$ cat src/rtl/lsu_issue_arbiter.sv
// lsu_issue_arbiter: round-robin issue arbiter in front of the single LSU.
// A granted request is captured, handed to the LSU as a one-cycle
// lsu_request_o pulse, and tracked through the lsu_busy_i handshake until a
// tagged done pulse is reported.
// Optional build macro LSU_ARB_PERF_EN adds grant/stall performance counters;
// without it the perf ports read 0 and no counter logic exists.
//
// state        | meaning
// -------------+---------------------------------------------------------
// S_IDLE       | no op in flight; round-robin grant of a valid request
// S_ISSUE      | lsu_request_o high for one cycle, timeout counter loaded
// S_WAIT_START | waiting for lsu_busy_i to rise, bounded by START_TIMEOUT
// S_WAIT_DONE  | LSU busy; waiting for lsu_busy_i to fall
module lsu_issue_arbiter #(
  parameter int NUM_REQ       = 2,
  parameter int START_TIMEOUT = 4
) (
  input  logic                       clk_i,
  input  logic                       reset_i,
  input  logic [NUM_REQ-1:0]         req_valid_i,
  input  logic [NUM_REQ*32-1:0]      req_pc_i,
  input  logic [NUM_REQ*32-1:0]      req_inst_i,
  input  logic [NUM_REQ*32-1:0]      req_rs1_value_i,
  input  logic [NUM_REQ*32-1:0]      req_rs2_value_i,
  output logic [NUM_REQ-1:0]         req_accept_o,
  output logic                       lsu_request_o,
  output logic [31:0]                lsu_pc_o,
  output logic [31:0]                lsu_inst_o,
  output logic [31:0]                lsu_rs1_value_o,
  output logic [31:0]                lsu_rs2_value_o,
  input  logic                       lsu_busy_i,
  output logic                       done_o,
  output logic [$clog2(NUM_REQ)-1:0] done_id_o,
  output logic                       busy_o,
  output logic [31:0]                perf_grants_o,
  output logic [31:0]                perf_stall_o
);

  localparam int IDW = $clog2(NUM_REQ);
  localparam int CW  = (START_TIMEOUT > 1) ? $clog2(START_TIMEOUT) : 1;

  // The ISSUE cycle counts as the first timeout cycle, so WAIT_START lasts
  // START_TIMEOUT-1 cycles (at least one, so busy is always sampled once).
  // done_o then lands START_TIMEOUT cycles after the lsu_request_o cycle.
  localparam logic [CW-1:0] TMO_LOAD = CW'((START_TIMEOUT >= 2) ? START_TIMEOUT - 2 : 0);

  typedef enum logic [1:0] {
    S_IDLE,
    S_ISSUE,
    S_WAIT_START,
    S_WAIT_DONE
  } state_t;

  state_t          state;
  logic [IDW-1:0]  rr_ptr;
  logic [IDW-1:0]  act_id;
  logic [CW-1:0]   tmo_cnt;

  logic            grant_vld;
  logic [IDW-1:0]  grant_idx;

  logic [31:0]     pc_arr   [NUM_REQ];
  logic [31:0]     inst_arr [NUM_REQ];
  logic [31:0]     rs1_arr  [NUM_REQ];
  logic [31:0]     rs2_arr  [NUM_REQ];

  function automatic logic [IDW-1:0] next_ptr(input logic [IDW-1:0] g);
    if (g == IDW'(NUM_REQ - 1)) begin
      return '0;
    end
    return g + IDW'(1);
  endfunction

  // Unpack the flat requester buses into per-requester words.
  always_comb begin
    for (int i = 0; i < NUM_REQ; i++) begin
      pc_arr[i]   = req_pc_i[32*i +: 32];
      inst_arr[i] = req_inst_i[32*i +: 32];
      rs1_arr[i]  = req_rs1_value_i[32*i +: 32];
      rs2_arr[i]  = req_rs2_value_i[32*i +: 32];
    end
  end

  // Round-robin pick: first valid requester at or after rr_ptr, wrapping.
  always_comb begin
    logic [IDW:0]   sum;
    logic [IDW-1:0] cand;
    grant_vld = 1'b0;
    grant_idx = '0;
    sum       = '0;
    cand      = '0;
    for (int k = 0; k < NUM_REQ; k++) begin
      sum = {1'b0, rr_ptr} + (IDW+1)'(k);
      if (sum >= (IDW+1)'(NUM_REQ)) begin
        sum = sum - (IDW+1)'(NUM_REQ);
      end
      cand = sum[IDW-1:0];
      if (!grant_vld && req_valid_i[cand]) begin
        grant_vld = 1'b1;
        grant_idx = cand;
      end
    end
  end

  // Accept is only offered from IDLE and is forced low while reset is held.
  always_comb begin
    req_accept_o = '0;
    if (reset_i && (state == S_IDLE) && grant_vld) begin
      req_accept_o[grant_idx] = 1'b1;
    end
  end

  assign busy_o = (state != S_IDLE);

  // Arbitration/handshake FSM with registered request, capture and done outputs.
  always_ff @(posedge clk_i or negedge reset_i) begin
    if (!reset_i) begin
      state           <= S_IDLE;
      rr_ptr          <= '0;
      act_id          <= '0;
      tmo_cnt         <= '0;
      lsu_request_o   <= 1'b0;
      lsu_pc_o        <= '0;
      lsu_inst_o      <= '0;
      lsu_rs1_value_o <= '0;
      lsu_rs2_value_o <= '0;
      done_o          <= 1'b0;
      done_id_o       <= '0;
    end else begin
      lsu_request_o <= 1'b0;
      done_o        <= 1'b0;
      done_id_o     <= '0;
      case (state)
        S_IDLE: begin
          if (grant_vld) begin
            lsu_pc_o        <= pc_arr[grant_idx];
            lsu_inst_o      <= inst_arr[grant_idx];
            lsu_rs1_value_o <= rs1_arr[grant_idx];
            lsu_rs2_value_o <= rs2_arr[grant_idx];
            act_id          <= grant_idx;
            rr_ptr          <= next_ptr(grant_idx);
            lsu_request_o   <= 1'b1;
            state           <= S_ISSUE;
          end
        end
        S_ISSUE: begin
          tmo_cnt <= TMO_LOAD;
          state   <= S_WAIT_START;
        end
        S_WAIT_START: begin
          if (lsu_busy_i) begin
            state <= S_WAIT_DONE;
          end else if (tmo_cnt == '0) begin
            // LSU never acknowledged: treat the op as already complete.
            done_o    <= 1'b1;
            done_id_o <= act_id;
            state     <= S_IDLE;
          end else begin
            tmo_cnt <= tmo_cnt - CW'(1);
          end
        end
        S_WAIT_DONE: begin
          if (!lsu_busy_i) begin
            done_o    <= 1'b1;
            done_id_o <= act_id;
            state     <= S_IDLE;
          end
        end
        default: begin
          state <= S_IDLE;
        end
      endcase
    end
  end

`ifdef LSU_ARB_PERF_EN
  logic [31:0] grants_q;
  logic [31:0] stall_q;

  // Grant count and cycles where someone is waiting but nobody is accepted.
  always_ff @(posedge clk_i or negedge reset_i) begin
    if (!reset_i) begin
      grants_q <= '0;
      stall_q  <= '0;
    end else begin
      if (|req_accept_o) begin
        grants_q <= grants_q + 32'd1;
      end
      if ((|req_valid_i) && !(|req_accept_o)) begin
        stall_q <= stall_q + 32'd1;
      end
    end
  end

  assign perf_grants_o = grants_q;
  assign perf_stall_o  = stall_q;
`else
  assign perf_grants_o = '0;
  assign perf_stall_o  = '0;
`endif

endmodule

$ cat config.mk
export PLATFORM = sky130hd
export DESIGN_NAME = lsu_issue_arbiter
export DESIGN_NICKNAME = d
export VERILOG_FILES = /design/src/rtl/lsu_issue_arbiter.sv
export SDC_FILE = /design/constraint.sdc
export NUM_CORES = 1
export LEC_CHECK = 0
export CORE_AREA = 4 4 175 177
export CTS_CLUSTER_SIZE = 10
export DETAILED_ROUTE_END_ITERATION = 10
export DIE_AREA = 0 0 179 181
export DONT_BUFFER_PORTS = 1
export SYNTH_ARGS = -nofsm -noshare
export SYNTH_HDL_FRONTEND = slang
export SYNTH_SLANG_ARGS = --single-unit
$ cat constraint.sdc
create_clock -name clk_i -period 4.2 [get_ports clk_i]
set_clock_uncertainty 0.05 [all_clocks]
set_input_delay 0.84 -clock clk_i [delete_from_list [all_inputs] [get_ports clk_i]]
set_output_delay 0.84 -clock clk_i [all_outputs]
set_load 0.01 [all_outputs]
; Word-level counts from Yosys, hierarchy flattened
; Cells that the tools add are included.
[word_totals]
regBits = 137
output_inout_bits = 198
inputBits = 261
word_cells = 92
[classes]
n_mux = 48
n_reduce_logical = 12
n_eq_ne = 8
bitwise = 1
add_sub_neg = 5
magnitude_cmp = 7
[op_table]
columns = cell, n
row1 = $mux W32, 12
row2 = $mux W1, 24
row3 = $mux W2, 7
row4 = $ne A2 B2 Y1 const B, 4
row5 = $pmux W2 S4, 1
row6 = $lt A1 B2 Y1 const B, 3
row7 = $reduce_and A3 Y1, 2
row8 = $eq A2 B2 Y1 const B, 2
row9 = $ge A2 B2 Y1 const B, 2
row10 = $logic_and A1 B1 Y1, 4
row11 = $logic_not A2 Y1, 2
row12 = $pmux W1 S2, 2
row13 = $pmux W2 S2, 1
row14 = $reduce_bool A2 Y1, 2
row15 = $ne A3 B3 Y1 const B, 1
row16 = $add A1 B1 Y2 const B, 1
row17 = $eq A2 B1 Y1 const B, 1
row18 = $ge A1 B2 Y1 const B, 1
row19 = $not A1 Y2, 1
row20 = $reduce_and A2 Y1, 1
row21 = $sub A1 B1 Y1 const B, 2
row22 = $sub A2 B1 Y2 const B, 1
row23 = $add A1 B1 Y1 const B, 1
row24 = $demux W1 S1, 1
row25 = other kinds (2), 2

; Longest topological paths before layout
; Gate-level depths: netlist of run 1.
[depth]
word_depth = 13
depth_mapped = 6

; Least setup slack after synthesis of run 1
; Ideal clock, no wire load.
[synth_timing]
path_type = input -> output
from = in req_valid_i[0]
to = out req_accept_o[1]
n_path_buf = 3
arrival_ns = 1.681
t_required_ns = 3.310
cell_stages = 6
path_slack_ns = 1.629
cell_sequence = nand2b_1 -> and3_1 -> clkbuf_1 -> buf_2 -> buf_2 -> and2_1
[synth_via]
elab_chain_cells = 11
elab_cells_between_ends = 17
classes_between = 2 x order compare / 11 x mux / 4 x reduce/logical
[synth_lines]
columns = element, line_no
row1 = from (decl), 20  ; input logic [NUM_REQ-1:0] req_valid_i,
row2 = $mux W1 (not written as such) (2 in a row), 98  ; if (!grant_vld && req_valid_i[cand]) begin
row3 = $mux W1, 98
row4 = $logic_not A1 Y1, 98
row5 = $logic_and A1 B1 Y1, 98
row6 = $mux W1, 98
row7 = $lt A1 B2 Y1 (not written as such) / $ge A1 B1 Y1 (equally long branches), 109  ; req_accept_o[grant_idx] = 1'b1;
row8 = $logic_and A1 B1 Y1 (not written as such), 109
row9 = $mux W1 (not written as such), 109
row10 = $demux W1 S1, 109
row11 = $mux W2 (*), 108  ; if (reset_i && (state == S_IDLE) && grant_vld) begin
row12 = to (decl), 25  ; output logic [NUM_REQ-1:0] req_accept_o,
; Mark *: on every way between the ends. The rest lies on a longest branch, timed or not. The select of a mux whose other input is x is not followed.

; Worst setup path after layout of run 1
[layout_timing]
from = reg state[0]
to = out req_accept_o[0]
[layout_via]
elab_chain_cells = 4
[layout_lines]
columns = element, line_no
row1 = from (decl), 54  ; state_t state;
row2 = from (signal assigned), 118  ; state <= S_IDLE;
row3 = from (signal assigned), 143  ; state <= S_ISSUE;
row4 = from (signal assigned), 148  ; state <= S_WAIT_START;
row5 = $logic_not A2 Y1, 108
row6 = $logic_and A1 B1 Y1 (2 in a row), 108
row7 = $mux W2, 108
; No other way between the ends.

==> impl_results.md, run 1 <==
* FP Rows at 63
* Worst EP required at 3.31 ns
* Vias in the first global route at 4640
* Detailed-route DRC error count at 0
* Final GP Congestion at 0.737
* Final TNS setup at 0 ns
* Worst rel slew slack at 41.9%
* Sequential Power Share at 47.0%
* Width of the chip at 179 microns
* DR iter-0 viols at 242
* Vias at 4574
* Switching pwr at 2150 uW
* Crit-path cells: nor2_2 > and3_4 > and2_1
* WL/cell at 22.5 microns
* Synthesized area per cell at 12.2 sq um
* Startpoint Class: register
* Die height at 181 microns
* Total wire length at 20.6 mm
* Layout area overhead at 8.01%
* WP data arrival at 2.16 ns
* Endpoint type of the worst setup path: primary output
* Final worst setup slack at 1.15 ns
* Diodes inserted at 0
* CTS tree: done
* IO buf count at 0
* Hold slack final at 0.0721 ns
* Largest net degree at the start of global routing at 140
* CTS hold repair buffers at 0
* Die ar. at 32400 sq um
* Clock network fraction of design power at 24.4%
* Core area at 29200 sq um
* Fmax at 328 MHz
* Pint at 3680 uW
* Clock transition at path regs at 0.06 ns
* Reg-to-reg slack, setup at 1.56 ns
* Leakage power at 0.00306 uW
* #FFs+latches synth at 137
* Latest clock arrival within the worst-skew pair at 0.41 ns
* Top post-synthesis cells by area: dfrtp_1 (52%), a221o_1 (19%), o21a_1 (14%), buf_4 (7.3%), buf_6 (1.9%)
* Initial Utilization at 22.8%
* Max Cap Viol at 0
* CTS resizes at 0
* Logic pwr share at 28.5%
* Num CTS Buffers at 17
* Antenna-violating nets left at 0
* Period utilization at 72.5%
* P per Cell Area at 812 nW/um^2
* Status: finished, final reports clean
* Number of setup violations in the final report at 0
* Ports at 459
* CP Buf/Inv Count at 0
* Dpl ws at 1.43 ns
* Mapped cell area at 6650 sq um
* # clock sinks at 137
* Largest stage delay on the critical path at 0.73 ns
* Post-Syn Instances at 546
* Drt pass-1 iters at 5
* Clk buf depth at 2
* Layout cell share with drive strength beyond 1 at 7.81%
* Slew of the pin with the lowest slew margin at 0.871 ns
* Critical path peak fanout at 64
* YS warnings at 0
* Root Buffer: clkbuf_16
* Worst path slowest cell: and3_4
* Yosys top cell area share at 51.5%
* Post-synthesis sequential area ratio at 51.5%
* Setup CP Type: register to primary output
* Post-DR vias/cell at 5.00
* First-pass GRT wire length at 29.2 mm
* Number of distinct library cells after synthesis at 25
* Hold Path Class: primary input to async pin
* Post-CTS Setup Bufs at 0
* H-tree levels at 4
* Worst IR Drop VDD at 221 uV
* Nets at 774
* Initial antenna violation count at 0
* Sw Ratio at 36.9%
* HPWL after DPL at 14.5 mm
* Grt ovf at 0
* Max-slew violations at 0
* RSZ-0062 raised after global routing: false
* GRT Total Usage at 11.8%
* Cell accounting for the most synthesized area: dfrtp_1
* Delay-heaviest family, CP: simple AND/OR/NAND/NOR gates
* Tmin final at 3.05 ns
* Hold Violations, Final at 0
## through the flow
stage	std cells	cell area, sq um	power [uW]	utilization (%)
floorplan	609	6890	4070	-
global placement	883	6640	4400	22.7
detailed placement	883	6640	4460	22.7
CTS	915	7190	5930	24.6
global route	915	7190	6220	24.6
finish	915	7190	5840	24.6
## final cells by class
class | instances | area, sq um
Fill cell | 3096 | 22100
Sequential cell | 137 | 3430
Multi-Input combinational cell | 346 | 2660
Tap cell | 390 | 488
Clock buffer | 20 | 447
Clock inverter | 12 | 101
Timing Repair Buffer | 6 | 45.0
Inverter | 4 | 17.5
## registers in the layout, indices dropped and copies added, names as in the netlist, 2 cells and up
signal           cells
lsu_rs2_value_o     32
state                2
tmo_cnt              2
lsu_inst_o          32
lsu_rs1_value_o     32
lsu_pc_o            32
## cell usage after synthesis, drive strengths merged
cell type  instances
clkbuf            31
a221o            128
inv                4
a21o               3
nor2b              1
a21oi              1
a22oi              1
and2               3
nor3b              1
a22o               2
nand2              3
nor4               1
dfrtp            137
nor2               5
nand2b             1
and3               2
ha                 1
buf               91
o21ai              1
conb               1
o21a             128
## cell usage in the layout (no fill, tap or decap)
cell        netlist  final
nor3b_1           1      1
inv_6             0      1
and3_4            0      2
clkbuf_16         0     17
conb_1            1     64
inv_1             4      3
a22o_1            2      2
a21o_1            3      3
nor4_1            1      1
nand2b_1          1      1
and2_1            3      3
clkinv_4          0      2
dfrtp_1         137    137
nand2_1           3      3
a21oi_1           1      1
clkbuf_8          0      1
o21ai_0           1      1
ha_1              1      1
clkinvlp_4        0      2
o21a_1          128    128
nor2_2            1      1
a221o_1         128    128
clkinv_2          0      6
nor2_1            4      3
nor2_4            0      1
bufinv_16         0      1
buf_4            65      6
clkbuf_1         30      2
nor2b_1           1      1
a22oi_1           1      1
inv_4             0      1
## logic make-up (layout without fill, tap and decap cells)
logic type,Yosys count,count (layout),synth area share (%)
compound gates,264,264,34.6
flops,137,137,51.5
buf+inv,126,42,12.3
simple gates,17,17,1.35
fa+ha+maj,1,1,0.188
other cells,1,64,0.0564
## power groups by stage
| stage | combinational, uW | clock (uW) | sequential [uW] |
|---|---|---|---|
| finish | 1670 | 1430 | 2740 |
| global route | 1850 | 1550 | 2820 |
| CTS | 1680 | 1490 | 2770 |
| detailed placement | 1680 | 0 | 2780 |
| global placement | 1610 | 0 | 2790 |
| floorplan | 1530 | 0 | 2530 |
## final timing paths
path / from / end / cells after the start
max reg2reg: state[0] / lsu_pc_o[24] / 4
min: reset_i / lsu_rs1_value_o[24] / 0
max in group asynchronous: reset_i / lsu_pc_o[11] / 0
min reg2reg: act_id / act_id / 1
min in group clk_i: act_id / act_id / 1
max: state[0] / req_accept_o[0] / 3
## metal layers
metal | part of all wire, % | routed length, microns | global-route usage (%)
met3 | 8.6 | 1770 | 3.16
met2 | 51 | 10400 | 20.3
met1 | 40 | 8220 | 14.5
met5 | 0 | 0 | 0
met4 | 1.1 | 221 | 3.32
(Power assumes the default switching activity.)
==> run 2, diff against run 1 <==
==> constraint.sdc (replaced) <==
create_clock -name clk_i -period 3.1 [get_ports clk_i]
set_clock_uncertainty 0.05 [all_clocks]
set_input_delay 0.62 -clock clk_i [delete_from_list [all_inputs] [get_ports clk_i]]
set_output_delay 0.62 -clock clk_i [all_outputs]
set_load 0.01 [all_outputs]
==> run 2 against run 1 <==
The flow now finishes with violations (negative hold slack). Power rose by 38%. Core utilization is 0.26 points higher. Sequential share of layout area shrank 0.49 points. Worst hold slack worse by 0.24 ns. Die area is the same. Combinational power increased by 36%. Clock power up 44%. Sequential power is 35% higher. Global-route usage fell by 0.070 points. Routed wire length shrank 1.7%.
==> impl_results.md, run 2 (synthesis gave the netlist of run 1 again) <==
* Max-slew violations at 0
* Width of the chip at 179 microns
* Final GP Congestion at 0.730
* Diodes inserted at 0
* Worst EP required at 2.43 ns
* Number of setup violations in the final report at 0
* Sequential Power Share at 46.1%
* Layout area overhead at 9.14%
* RSZ-0062 raised after global routing: false
* Critical R2R Launch: state[0]
* Commonest non-fill, non-tap cell in the layout: dfrtp_1
* Hold Violations, Final at 137
* Layout cell share with drive strength beyond 1 at 8.02%
* Core area at 29200 sq um
* Dpl ws at 0.842 ns
* H-tree levels at 4
* Total wire length at 20.3 mm
* Final worst setup slack at 0.816 ns
* First-pass GRT wire length at 28.7 mm
* HPWL after DPL at 14.3 mm
* Sw Ratio at 36.9%
* Die ar. at 32400 sq um
* Largest net degree at the start of global routing at 140
* Sequential Area at 3430 sq um
* WL/cell at 22.2 microns
* Clock network fraction of design power at 25.6%
* Slew of the pin with the lowest slew margin at 0.737 ns
* Pint at 5080 uW
* DP Area at 6670 sq um
* Clock transition at path regs at 0.07 ns
* Area of the multi-input gates at 2660 sq um
* Status: finished, violations left
* Detailed-route DRC error count at 0
* P per Cell Area at 1110 nW/um^2
* Final TNS setup at 0 ns
* CTS tree: done
* Grt ovf at 0
* Drt pass-1 iters at 5
* Worst rel slew slack at 50.9%
* Filler cells at 3061
* R2R depth at 5
* # clock sinks at 137
* Leakage power at 0.00307 uW
* Max Cap Viol at 0
* Worst path slowest cell: dfrtp_1
* Crit-path cells: nor2_2 > and3_4 > and2_1
* WP data arrival at 1.61 ns
* Root Buffer: clkbuf_16
* Reg2reg end: lsu_pc_o[2]
* Reg-to-reg slack, setup at 0.82 ns
* Clk buf depth at 2
* Initial antenna violation count at 0
* Vias at 4611
* Startpoint Class: register
* Setup CP Type: register to primary output
* Period utilization at 73.7%
* Logic pwr share at 28.2%
* Commonest non-fill, non-tap cells in the layout: dfrtp_1 (137), o21a_1 (128), a221o_1 (128)
* Fmax at 438 MHz
* Die height at 181 microns
* Initial Utilization at 22.8%
* GRT Total Usage at 11.8%
* Tmin final at 2.28 ns
* Hold Path Class: primary input to async pin
* Largest stage delay on the critical path at 0.44 ns
* Vias in the first global route at 4559
* Nets at 773
* Post-DR vias/cell at 5.04
* Latest clock arrival within the worst-skew pair at 0.43 ns
* Critical path peak fanout at 7
* DR iter-0 viols at 352
* Ports at 459
* Worst IR Drop VDD at 441 uV
* Switching pwr at 2970 uW
* FP Rows at 63
* IO buf count at 0
* Endpoint type of the worst setup path: primary output
* Num CTS Buffers at 17
* Hold slack final at -0.164 ns
* Antenna-violating nets left at 0
* Finished Cell Area at 7260 sq um
* Post-CTS Setup Bufs at 0
* Failing checks: negative hold slack
-- run 2: layout make-up --
type | count | area share (%)
inverter | 4 | 0.241
clock buffer | 17 | 5.86
tap | 390 | 6.72
clock inverter | 15 | 2.31
timing repair buffer | 5 | 1.03
multi-input combinational | 346 | 36.6
sequential | 137 | 47.2
-- run 2: metal layers --
metal	wire (microns)	share of wire, %	vias to the layer above	GRT usage (%)
li1	-	-	1953	-
met1	7630	38	2307	13.7
met2	10300	51	333	19.9
met3	2010	9.9	18	4.12
met4	352	1.7	0	4.14
met5	0	0	-	0
-- run 2: worst max path at each step --
stage                         startpoint                  to  slack [ns]  cells past startpoint
after floorplan           req_valid_i[0]     req_accept_o[1]        0.97                      6
after global placement          state[0]        lsu_pc_o[12]        0.90                      5
after detailed placement        state[0]  lsu_rs2_value_o[8]        0.84                      5
after CTS                       state[0]     req_accept_o[0]        0.76                      3
after global routing            state[0]        lsu_pc_o[29]        0.62                      5
final                           state[0]     req_accept_o[0]        0.82                      3
-- run 2: power by group through the flow --
stage / clock [uW] / combinational (uW) / sequential (uW)
6_report: 2060 / 2270 / 3710
5_1_grt: 2230 / 2510 / 3810
4_1_cts: 2130 / 2280 / 3740
3_5_place_dp: 0 / 2280 / 3760
3_3_place_gp: 0 / 2200 / 3770
2_1_floorplan: 0 / 2080 / 3430
-- run 2: stage by stage --
step           utilization, %  instances  total power (uW)
4_1_cts                  24.8        914              8160
3_3_place_gp             22.8        882              5980
3_5_place_dp             22.8        882              6040
2_1_floorplan               -        609              5510
5_1_grt                  24.8        914              8550
6_report                 24.8        914              8050
-- run 2: worst max-delay path, delay by kind of cell (launching register included) --
kind | cells | cell delay, ns
flip-flops | 1 | 0.44
AND/OR/NAND/NOR | 3 | 0.74
-- run 2: repair_timing --
action	in CTS	in global routing
setup endpoints to repair	0	0
resized for setup	0	0
hold endpoints to repair	137	137
==> run 3, diff against run 2 <==
--- a/config.mk
+++ b/config.mk
@@ -5,10 +5,11 @@
 export SDC_FILE = /design/constraint.sdc
 export NUM_CORES = 1
 export LEC_CHECK = 0
-export CORE_AREA = 4 4 175 177
+export ABC_AREA = 1
+export CORE_AREA = 4 4 176 178
 export CTS_CLUSTER_SIZE = 10
 export DETAILED_ROUTE_END_ITERATION = 10
-export DIE_AREA = 0 0 179 181
+export DIE_AREA = 0 0 180 182
 export DONT_BUFFER_PORTS = 1
 export SYNTH_ARGS = -nofsm -noshare
 export SYNTH_HDL_FRONTEND = slang
==> constraint.sdc (replaced) <==
create_clock -name clk_i -period 2.3 [get_ports clk_i]
set_clock_uncertainty 0.05 [all_clocks]
set_input_delay 0.46 -clock clk_i [delete_from_list [all_inputs] [get_ports clk_i]]
set_output_delay 0.46 -clock clk_i [all_outputs]
set_load 0.01 [all_outputs]
==> run 3 against run 2 <==
The flow still finishes with violations (negative hold slack). Cell count rose by 57%. Final area increased by 12%. Die area rose by 1.1%. Worst hold slack lost 0.15 ns. Count of clock-buffer cells in the layout up 3. Critical path depth unchanged. Core utilization rose by 2.7 points. Sequential power grew 34%. Synthesized area rose by 13%. Power rose by 37%. Critical endpoint is now req_accept_o[1]. Highest routed layer unchanged.
==> impl_results.md, run 3 <==
* H-tree levels at 4
* DR top layer: met4
* Clock transition at path regs at 0.07 ns
* Fmax at 505 MHz
* Period utilization at 86.1%
* Worst IR Drop VDD at 544 uV
* List of most frequent post-synthesis cells: nand2_1 (651), dfrtp_1 (137), nand3_1 (133)
* Asr flop ratio synth at 100%
* Status: finished, violations left
* Failing checks: negative hold slack
* # clock sinks at 137
* Number of setup violations in the final report at 0
* Hold slack final at -0.314 ns
* Cells after DPL at 1407
* Initial antenna violation count at 0
* Hold Violations, Final at 137
* HPWL after DPL at 16.1 mm
* CP Buf/Inv Count at 0
* RSZ-0062 raised after global routing: false
* Tmin final at 1.98 ns
* Delay-heaviest family, CP: simple AND/OR/NAND/NOR gates
* Main flop type after synthesis: dfrtp_1
* Metal3 WL at 2.15 mm
* Cell accounting for the most synthesized area: dfrtp_1
* WL/cell at 15.6 microns
* IO buf count at 0
* Critical path peak fanout at 5
* Post-synthesis sequential area ratio at 45.6%
* Clk buf depth at 2
* Number of distinct library cells after synthesis at 18
* Commonest non-fill, non-tap cells in the layout: nand2_1 (650), dfrtp_1 (137), nand3_1 (133)
* Initial Utilization at 25.6%
* Synthesized area per cell at 6.97 sq um
* Worst EP required at 1.79 ns
* Post-synth EDFFs at 0
* Commonest non-fill, non-tap cell in the layout: nand2_1
* Vias in the first global route at 6073
* Post-CTS Setup Bufs at 0
* Detailed-route DRC error count at 0
* Yosys top cell area share at 45.6%
* Area of the multi-input gates at 3460 sq um
* Nets at 1298
* Core area at 29400 sq um
* Latest clock arrival within the worst-skew pair at 0.41 ns
* Finished Layout Cells at 1439
* Crit-path cells: nor2_2 > nand3_1 > nor2_1
* Diodes inserted at 0
* P per Cell Area at 1360 nW/um^2
* Top post-synthesis cells by area: dfrtp_1 (46%), nand2_1 (32%), nand3_1 (8.8%), buf_4 (7.8%), buf_2 (3.3%)
* First-pass GRT wire length at 34.2 mm
* GRT Total Usage at 12.9%
* CTS tree: done
* Max-slew violations at 0
* Worst path slowest cell: dfrtp_1
* Vias at 6471
* Die height at 182 microns
* Routed length on met1 at 8.63 mm
* Final GP Congestion at 0.919
* WP data arrival at 1.47 ns
* Layout cell share with drive strength beyond 1 at 4.19%
* Antenna-violating nets left at 0
* DR iter-0 viols at 241
* Largest net degree at the start of global routing at 139
* Max Cap Viol at 0
* Power Total at 11000 uW
* Sequential Area at 3430 sq um
* Post-Syn Instances at 1080
* Root Buffer: clkbuf_16
* Setup CP Type: register to primary output
* YS warnings at 0
* Count leader, synth: nand2_1
* Post-DR vias/cell at 4.50
* Largest stage delay on the critical path at 0.42 ns
* Filler cells at 3260
* CTS resizes at 0
* Hold Path Class: primary input to async pin
* Startpoint Class: register
* Num CTS Buffers at 17
* Worst rel slew slack at 47.5%
* Final TNS setup at 0 ns
* Total wire length at 22.4 mm
* Slew of the pin with the lowest slew margin at 0.788 ns
* FP Rows at 63
* Leakage power at 0.00457 uW
* Drt pass-1 iters at 4
* Mapped cell area at 7520 sq um
* Layout area overhead at 7.65%
* Grt ovf at 0
* Die ar. at 32800 sq um
* Metal2 WL at 10.9 mm
* #FFs+latches synth at 137
* Ports at 459
* Endpoint type of the worst setup path: primary output
* Width of the chip at 180 microns
## run 3: cell count changes after synthesis, moves of 3 or more
cell / previous run / this run
o21a_1: 128 / 0
nand2_1: 3 / 651
inv_1: 4 / 7
buf_4: 65 / 78
clkbuf_1: 30 / 6
a221o_1: 128 / 0
buf_2: 15 / 50
nand3_1: 0 / 133
a21o_1: 3 / 0
buf_6: 11 / 0
## run 3: cell families (layout without fill, tap and decap cells)
logic type               count (synthesis)  count (layout)  synth area share (%)
buffers and inverters                  143              49                  11.9
adder cells (fa/ha/maj)                  1               1                 0.166
AO/OA/AOI/OAI                            3               3                 0.200
AND/OR/NAND/NOR                        795             795                  42.1
flip-flops                             137             137                  45.6
other                                    1              64                0.0499
## run 3: area by class of cell
cell class              count  share of cell area (%)
clock inverters            12                    1.76
clock buffers              20                    5.39
repair buffers              8                    1.36
inverters                   9                   0.448
flip-flops and latches    137                    42.3
multi-input cells         863                    42.7
well taps                 390                    6.03
## run 3: path summary, 6_finish.rpt
| kind | endpoint | slack [ns] | from | cells past startpoint |
|---|---|---|---|---|
| worst max-delay path | req_accept_o[1] | 0.32 | state[0] | 3 |
| worst min-delay path | lsu_rs2_value_o[20] | -0.31 | reset_i | 0 |
| worst max register to register | lsu_pc_o[6] | 0.54 | rr_ptr | 8 |
| worst min register to register | act_id | 0.42 | act_id | 2 |
| max in group asynchronous | lsu_rs1_value_o[9] | 2.12 | reset_i | 0 |
| min in group clk_i | done_o | 0.08 | lsu_busy_i | 1 |
## run 3: routing by layer
metal  GRT usage [%]  vias to the layer above
li1                -                     3116
met2            21.4                      326
met3            4.47                       36
met1            15.2                     2993
met5               0                        -
met4            5.82                        0
## run 3: power by group
part,total (uW),internal (uW),switching [uW]
sequential,4980,3540,1440
combinational,3250,1050,2200
clock,2760,1620,1140
## run 3: worst register-to-register path, cell delays in order, from the launching register on
cell     delay, ns
dfrtp_1       0.39
inv_1         0.09
nand2_4       0.09
nand2_4       0.08
buf_4         0.50
nand2_1       0.26
nand2_1       0.11
nand2_1       0.07
nand2_1       0.06
## run 3: through the flow
stage / hold slack (ns) / utilization (%) / cell area, sq um / setup WS [ns]
after global placement: 0.118 / 25.6 / 7520 / 0.643
after detailed placement: 0.118 / 25.6 / 7520 / 0.601
after floorplan: 0.114 / - / 7760 / 0.615
after global routing: -0.352 / 27.5 / 8100 / 0.216
after CTS: -0.343 / 27.5 / 8100 / 0.288
final: -0.314 / 27.5 / 8100 / 0.320
